===== config.mk =====
export PLATFORM = sky130hd
export DESIGN_NAME = cis_frame_sequencer
export DESIGN_NICKNAME = d
export VERILOG_FILES = /design/src/rtl/cis_frame_sequencer.sv
export SDC_FILE = /design/constraint.sdc
export NUM_CORES = 1
export LEC_CHECK = 0
export ABC_AREA = 1
export CAP_MARGIN = 25
export CORE_MARGIN = 3
export CORE_UTILIZATION = 25
export DETAILED_ROUTE_END_ITERATION = 16
export GPL_TIMING_DRIVEN = 0
export PLACE_DENSITY = 0.51
export SYNTH_ARGS = -nofsm -noshare
export SYNTH_HDL_FRONTEND = slang
export SYNTH_SLANG_ARGS = --single-unit
export TNS_END_PERCENT = 100

===== constraint.sdc =====
create_clock -name clk -period 5.98 [get_ports clk]
set_input_delay 0.598 -clock clk [delete_from_list [all_inputs] [get_ports clk]]
set_output_delay 0.598 -clock clk [all_outputs]
set_load 0.1 [all_outputs]

===== src/rtl/cis_frame_sequencer.sv =====
// ---------------------------------------------------------------------------
// cis_frame_sequencer
//
// Frame-level sequencer for the CIS_Control pattern engine. On an accepted
// start it times the exposure once, then walks every pixel of the frame:
// an integration pulse of exactly TRIG_WIDTH cycles, a wait for CIS_Control
// to raise `running`, a wait for it to drop again, and a one-cycle advance
// that reports the finished pixel and moves the row/column indices.
//
// Every output is a register fed from the current state, so outputs follow
// the state register by one clock. `abort` is folded into those registers
// so the pulse outputs drop at the very next edge.
//
// Ports
//   clk             system clock
//   reset           asynchronous, active-high reset
//   start           frame request, accepted only while idle
//   abort           cancel the current frame (wins over start)
//   num_rows        rows per frame, sampled at accepted start
//   num_cols        columns per frame, sampled at accepted start
//   exposure_ticks  exposure length in cycles, sampled at accepted start
//   timeout_cycles  handshake timeout, 0 disables, sampled at accepted start
//   running         busy flag from CIS_Control
//   integration     trigger to CIS_Control
//   row_idx         current pixel row
//   col_idx         current pixel column
//   pixel_valid     one-cycle pulse: pixel at (row_idx, col_idx) finished
//   busy            high whenever a frame is in progress
//   done            one-cycle end-of-frame pulse
//   error           sticky handshake-timeout flag, cleared by next start
// ---------------------------------------------------------------------------
module cis_frame_sequencer #(
  parameter int ROW_W      = 10,
  parameter int COL_W      = 10,
  parameter int EXP_W      = 24,
  parameter int TO_W       = 20,
  parameter int TRIG_WIDTH = 8
) (
  input  logic             clk,
  input  logic             reset,
  input  logic             start,
  input  logic             abort,
  input  logic [ROW_W-1:0] num_rows,
  input  logic [COL_W-1:0] num_cols,
  input  logic [EXP_W-1:0] exposure_ticks,
  input  logic [TO_W-1:0]  timeout_cycles,
  input  logic             running,
  output logic             integration,
  output logic [ROW_W-1:0] row_idx,
  output logic [COL_W-1:0] col_idx,
  output logic             pixel_valid,
  output logic             busy,
  output logic             done,
  output logic             error
);

  // Pulse-width counter only needs to reach TRIG_WIDTH-1.
  localparam int TW_W = (TRIG_WIDTH > 2) ? $clog2(TRIG_WIDTH) : 1;

  typedef enum logic [2:0] {
    S_IDLE,
    S_EXPOSE,
    S_TRIG,
    S_WAIT_START,
    S_WAIT_END,
    S_ADVANCE,
    S_DONE
  } state_t;

  state_t state;
  state_t next_state;

  // Frame configuration captured at the accepted start.
  logic [ROW_W-1:0] rows_cfg;
  logic [COL_W-1:0] cols_cfg;
  logic [EXP_W-1:0] exp_cfg;
  logic [TO_W-1:0]  to_cfg;

  // Working counters.
  logic [EXP_W-1:0] exp_cnt;
  logic [TW_W-1:0]  trig_cnt;
  logic [TO_W-1:0]  to_cnt;
  logic [ROW_W-1:0] row_cnt;
  logic [COL_W-1:0] col_cnt;

  logic accept;
  logic exp_last;
  logic trig_last;
  logic to_hit;
  logic last_col;
  logic last_row;
  logic timeout_evt;

  assign accept    = (state == S_IDLE) && start && !abort;
  assign exp_last  = (exp_cnt == exp_cfg - EXP_W'(1));
  assign trig_last = (trig_cnt == TW_W'(TRIG_WIDTH - 1));
  // The shared wait counter restarts at 0 on each wait-state entry, so the
  // timeout fires on the to_cfg-th cycle spent waiting.
  assign to_hit    = (to_cfg != '0) && (to_cnt == to_cfg - TO_W'(1));
  assign last_col  = (col_cnt == cols_cfg - COL_W'(1));
  assign last_row  = (row_cnt == rows_cfg - ROW_W'(1));

  // ---- state register ----
  always_ff @(posedge clk or posedge reset) begin
    if (reset) begin
      state <= S_IDLE;
    end else begin
      state <= next_state;
    end
  end

  // ---- next-state decode ----
  always_comb begin
    next_state  = state;
    timeout_evt = 1'b0;
    case (state)
      S_IDLE: begin
        if (accept) begin
          if ((num_rows == '0) || (num_cols == '0)) begin
            next_state = S_DONE;
          end else if (exposure_ticks == '0) begin
            next_state = S_TRIG;
          end else begin
            next_state = S_EXPOSE;
          end
        end
      end
      S_EXPOSE: begin
        if (exp_last) begin
          next_state = S_TRIG;
        end
      end
      S_TRIG: begin
        if (trig_last) begin
          next_state = S_WAIT_START;
        end
      end
      S_WAIT_START: begin
        // An awaited level that shows up on the timeout cycle still counts.
        if (running) begin
          next_state = S_WAIT_END;
        end else if (to_hit) begin
          next_state  = S_IDLE;
          timeout_evt = 1'b1;
        end
      end
      S_WAIT_END: begin
        if (!running) begin
          next_state = S_ADVANCE;
        end else if (to_hit) begin
          next_state  = S_IDLE;
          timeout_evt = 1'b1;
        end
      end
      S_ADVANCE: begin
        if (last_row && last_col) begin
          next_state = S_DONE;
        end else begin
          next_state = S_TRIG;
        end
      end
      S_DONE: begin
        next_state = S_IDLE;
      end
      default: begin
        next_state = S_IDLE;
      end
    endcase

    // Abort overrides everything outside IDLE and leaves error untouched.
    if ((state != S_IDLE) && abort) begin
      next_state  = S_IDLE;
      timeout_evt = 1'b0;
    end
  end

  // ---- configuration and counters ----
  always_ff @(posedge clk or posedge reset) begin
    if (reset) begin
      rows_cfg <= '0;
      cols_cfg <= '0;
      exp_cfg  <= '0;
      to_cfg   <= '0;
      exp_cnt  <= '0;
      trig_cnt <= '0;
      to_cnt   <= '0;
      row_cnt  <= '0;
      col_cnt  <= '0;
    end else begin
      if (accept) begin
        rows_cfg <= num_rows;
        cols_cfg <= num_cols;
        exp_cfg  <= exposure_ticks;
        to_cfg   <= timeout_cycles;
      end

      if (accept) begin
        exp_cnt <= '0;
      end else if (state == S_EXPOSE) begin
        exp_cnt <= exp_cnt + EXP_W'(1);
      end

      if ((state == S_TRIG) && (next_state == S_TRIG)) begin
        trig_cnt <= trig_cnt + TW_W'(1);
      end else begin
        trig_cnt <= '0;
      end

      if (((state == S_WAIT_START) || (state == S_WAIT_END)) &&
          (next_state == state)) begin
        to_cnt <= to_cnt + TO_W'(1);
      end else begin
        to_cnt <= '0;
      end

      // Indices only move when the frame continues; the final pixel and an
      // aborted pixel both leave them where they are.
      if (accept) begin
        row_cnt <= '0;
        col_cnt <= '0;
      end else if ((state == S_ADVANCE) && (next_state == S_TRIG)) begin
        if (last_col) begin
          col_cnt <= '0;
          row_cnt <= row_cnt + ROW_W'(1);
        end else begin
          col_cnt <= col_cnt + COL_W'(1);
        end
      end
    end
  end

  // ---- registered outputs ----
  always_ff @(posedge clk or posedge reset) begin
    if (reset) begin
      integration <= 1'b0;
      pixel_valid <= 1'b0;
      done        <= 1'b0;
      busy        <= 1'b0;
      error       <= 1'b0;
      row_idx     <= '0;
      col_idx     <= '0;
    end else begin
      integration <= (state == S_TRIG) && !abort;
      pixel_valid <= (state == S_ADVANCE) && !abort;
      done        <= (state == S_DONE) && !abort;
      busy        <= (state != S_IDLE) && !abort;

      if (accept) begin
        error <= 1'b0;
      end else if (timeout_evt) begin
        error <= 1'b1;
      end

      // During the advance cycle the counters still hold the finished
      // pixel, so the indices line up with pixel_valid.
      if (accept) begin
        row_idx <= '0;
        col_idx <= '0;
      end else begin
        row_idx <= row_cnt;
        col_idx <= col_cnt;
      end
    end
  end

endmodule


==> results.py <==
metrics = {
    "outcome": {
        "status": "complete, no violations",
    },
    "clock_tree": {
        "ctsHoldBuffers": 0,
        "clk_latency_ps": 450,
        "cts-htree-levels": 4,
        "ctsResizeCount": 0,
        "clockRootBuffer": "clkbuf_16",
        "clock-sinks": 159,
        "cts_tree": "yes",
        "post_cts_buffers": 0,
        "numCtsBuffers": 17,
        "clk_pin_slew_ps": 80,
        "clk_path_buf_depth": 2,
    },
    "sta": {
        "setup_violations": 0,
        "slew_headroom_pct": 32.12,
        "hold_violations": 0,
        "fin_skew_ps": 13.82,
        "finalSetupTns_ps": 0,
        "period_needed_ps": 2997,
        "rsz0062_at_grt": "no",
        "holdWs_ps": 445.7,
        "worst_slew_pin_slew_ps": 1015,
        "finalMaxSlewViolations": 0,
        "max_freq_ghz": 0.3337,
        "fin_crit_sh_pct": 50.11,
    },
    "critical_path": {
        "worstSetupStartpointType": "flip-flop",
        "required_ps": 6320,
        "setup.worst_path.class": "reg2reg",
        "worstSetupEndpointType": "flip-flop",
        "crit_path_max_fanout": 10,
        "cp.arrival_ps": 3340,
        "reg2regPathDepth": 21,
    },
    "layout": {
        "area_growth_pct": 22.85,
        "postLayoutCellArea_sq_um": 11460,
        "final_core_util_pct": 31.23,
        "mostFrequentLayoutCells": "347 x nand2_1, 200 x nor2_1, 163 x inv_1, 159 x dfrtp_1, 93 x clkdlybuf4s50_1",
        "multi_input_area_sq_um": 4596,
        "fillers": 3990,
        "antenna_cells": 0,
        "final_layout_size_suffix_gt1_share_pct": 4.833,
        "final-seq-area_sq_um": 3979,
        "final_common_cell": "nand2_1",
        "nets": 1473,
    },
    "routing": {
        "top_layer_used": "met4",
        "wirelength_mm": 26.24,
        "vias": 8242,
        "dr_wl_met2_mm": 12.04,
        "drc_errors": 0,
        "wl_met3_microns": 916,
        "dr.pass1.iters": 4,
        "wl_met1_mm": 12.91,
        "postRouteAntennaNets": 0,
        "wl_per_cell_microns": 13.99,
        "vias_per_cell": 4.396,
        "drt-initial-drc-count": 434,
    },
    "global_route": {
        "grt_pass1_vias": 8110,
        "overflow": 0,
        "grt_max_degree": 115,
        "grt_util_all_layers_pct": 13.71,
        "antenna_found_initial": 0,
        "grt_pass1_wl_mm": 42.84,
    },
    "logic_synthesis": {
        "yosys_register_bits": 159,
        "syn-num-nets": 1360,
        "synth.avg_cell_area_sq_um": 7.284,
        "yosysWarningCount": 0,
        "netlist_area_sq_um": 9330,
        "synth_top_cell_area_share_pct": 42.64,
        "seq_area_frac_synth_pct": 42.64,
        "async_flop_share_pct": 100.0,
        "synth-edff-count": 0,
        "synth_cells": 1281,
        "ys_types": 42,
        "yosys.area.top_type": "dfrtp_1",
        "synthTopCellsByArea": "dfrtp_1 43%, nand2_1 14%, nor2_1 8.0%",
        "ys.flop_type": "dfrtp_1",
    },
    "placement": {
        "hpwl_mm": 19.54,
        "dpl_cell_area_sq_um": 10880,
        "port_buffers": 93,
        "gp_congestion": 0.8592,
    },
    "power": {
        "power_switching_share_pct": 44.14,
        "p_comb_share_pct": 41.0,
        "p_int_mw": 2.618,
        "power.total_mw": 4.688,
        "p_sw_mw": 2.069,
        "ir_drop_mv": 0.2089,
        "p_seq_share_pct": 35.5,
        "power_density_nw_per_um2": 409.0,
        "leakagePower_nw": 5.316,
        "clock_power_share_pct": 23.5,
    },
    "floorplan": {
        "start_util_pct": 25.42,
        "row_count": 70,
        "die_h_microns": 199.2,
        "die-width_microns": 199.2,
        "core-area_sq_um": 36700,
        "io-pin-count": 94,
        "dieArea_sq_um": 39670,
    },
    "worst_hold_path": {
        "hold_path_depth": 1,
        "hold_path_class": "reg2reg",
    },
    "run": {
        "drv_cap": 0,
    },
}
-- metal layers --
metal | global-route usage [%] | up-vias
met5 | 0 | -
met4 | 3.540 | 0
met3 | 2.833 | 22
met2 | 22.20 | 146
met1 | 18.77 | 3842
li1 | - | 4232
-- through the flow --
stage	setup slack (ps)	std cells
4_1_cts	2970	1875
5_1_grt	2586	1875
6_report	2983	1875
3_5_place_dp	2861	1843
2_1_floorplan	1090	1281
3_3_place_gp	-1706	1842
-- path summary, 6_finish.rpt --
check,start,endpoint,slack (ps)
max in group asynchronous,reset,col_idx[3]$_DFF_PP0_,4550
min in group asynchronous,reset,to_cfg[19]$_DFFE_PP0P_,550
worst max register to register,exp_cfg[0]$_DFFE_PP0P_,row_cnt[5]$_DFFE_PP0P_,2980
worst min-delay path,trig_cnt[0]$_DFF_PP0_,trig_cnt[0]$_DFF_PP0_,450
worst max-delay path,exp_cfg[0]$_DFFE_PP0P_,row_cnt[5]$_DFFE_PP0P_,2980
worst min register to register,trig_cnt[0]$_DFF_PP0_,trig_cnt[0]$_DFF_PP0_,450
-- synth_stat cells (2+ instances only) --
| cell | count |
|---|---|
| nand2_1 | 347 |
| nor2_1 | 200 |
| inv_1 | 164 |
| dfrtp_1 | 159 |
| nand3_1 | 74 |
| xor2_1 | 74 |
| o21ai_0 | 71 |
| a21oi_1 | 22 |
| nor3_1 | 22 |
| xnor2_1 | 22 |
| nand4_1 | 17 |
| clkbuf_1 | 16 |
| nor4_1 | 13 |
| ha_1 | 10 |
| nand3b_1 | 7 |
| o21ai_1 | 7 |
| buf_1 | 5 |
| nand2_2 | 5 |
| buf_2 | 4 |
| inv_2 | 4 |
| nor2_4 | 4 |
| nand3_2 | 3 |
| nor2_2 | 3 |
| nor3b_1 | 3 |
| or2_2 | 3 |
| a211oi_1 | 2 |
| a21boi_0 | 2 |
| a31oi_1 | 2 |
| buf_6 | 2 |
| nor3_2 | 2 |
-- layout make-up --
| class | count | share of cell area [%] |
|---|---|---|
| Inverter | 169 | 5.600 |
| Multi-Input combinational cell | 926 | 40.09 |
| Clock buffer | 18 | 3.744 |
| Timing Repair Buffer | 94 | 8.362 |
| Tap cell | 468 | 5.109 |
| Buffer | 27 | 1.059 |
| Clock inverter | 14 | 1.321 |
| Sequential cell | 159 | 34.71 |
-- state kept, by name, indices dropped and copies added (netlist names), 3 cells and up --
name / cells
state: 3
to_cnt: 20
exp_cnt: 24
rows_cfg: 10
trig_cnt: 3
row_cnt: 10
col_idx: 10
exp_cfg: 24
row_idx: 10
col_cnt: 10
to_cfg: 20
cols_cfg: 10
-- critical path: stages, from the launching register on --
cell     delay (ps)
dfrtp_1         410
inv_1           120
ha_1            190
nand2_1         110
nor2_1          110
nand3_1         130
nor2_2          190
nand2_1         100
nand2_1          70
nand2_1          50
nor2_1          100
nand2_1          60
nor2_1          140
nand3_1         130
nand3_1         140
nand2_2          90
nor2_4          120
nand3_4         150
nand2_4         140
nand2_2         160
nand2_1         100
nand2_1          50
-- cell families after synthesis --
group	count (synthesis)	synth area share, %
AO/OA/AOI/OAI	113	6.491
buffers and inverters	196	8.100
AND/OR/NAND/NOR	706	32.17
adder cells (fa/ha/maj)	10	1.341
XOR/XNOR	97	9.253
flip-flops	159	42.64
-- power groups by stage --
stage	sequential (mW)	clock (mW)	combinational (mW)
after global placement	1.67	0	1.91
final	1.66	1.10	1.92
after global routing	1.71	1.18	2.20
after detailed placement	1.67	0	1.93
after floorplan	1.77	0	1.31
after CTS	1.66	1.14	1.95
No activity file was read; power rests on OpenSTA's default activity.
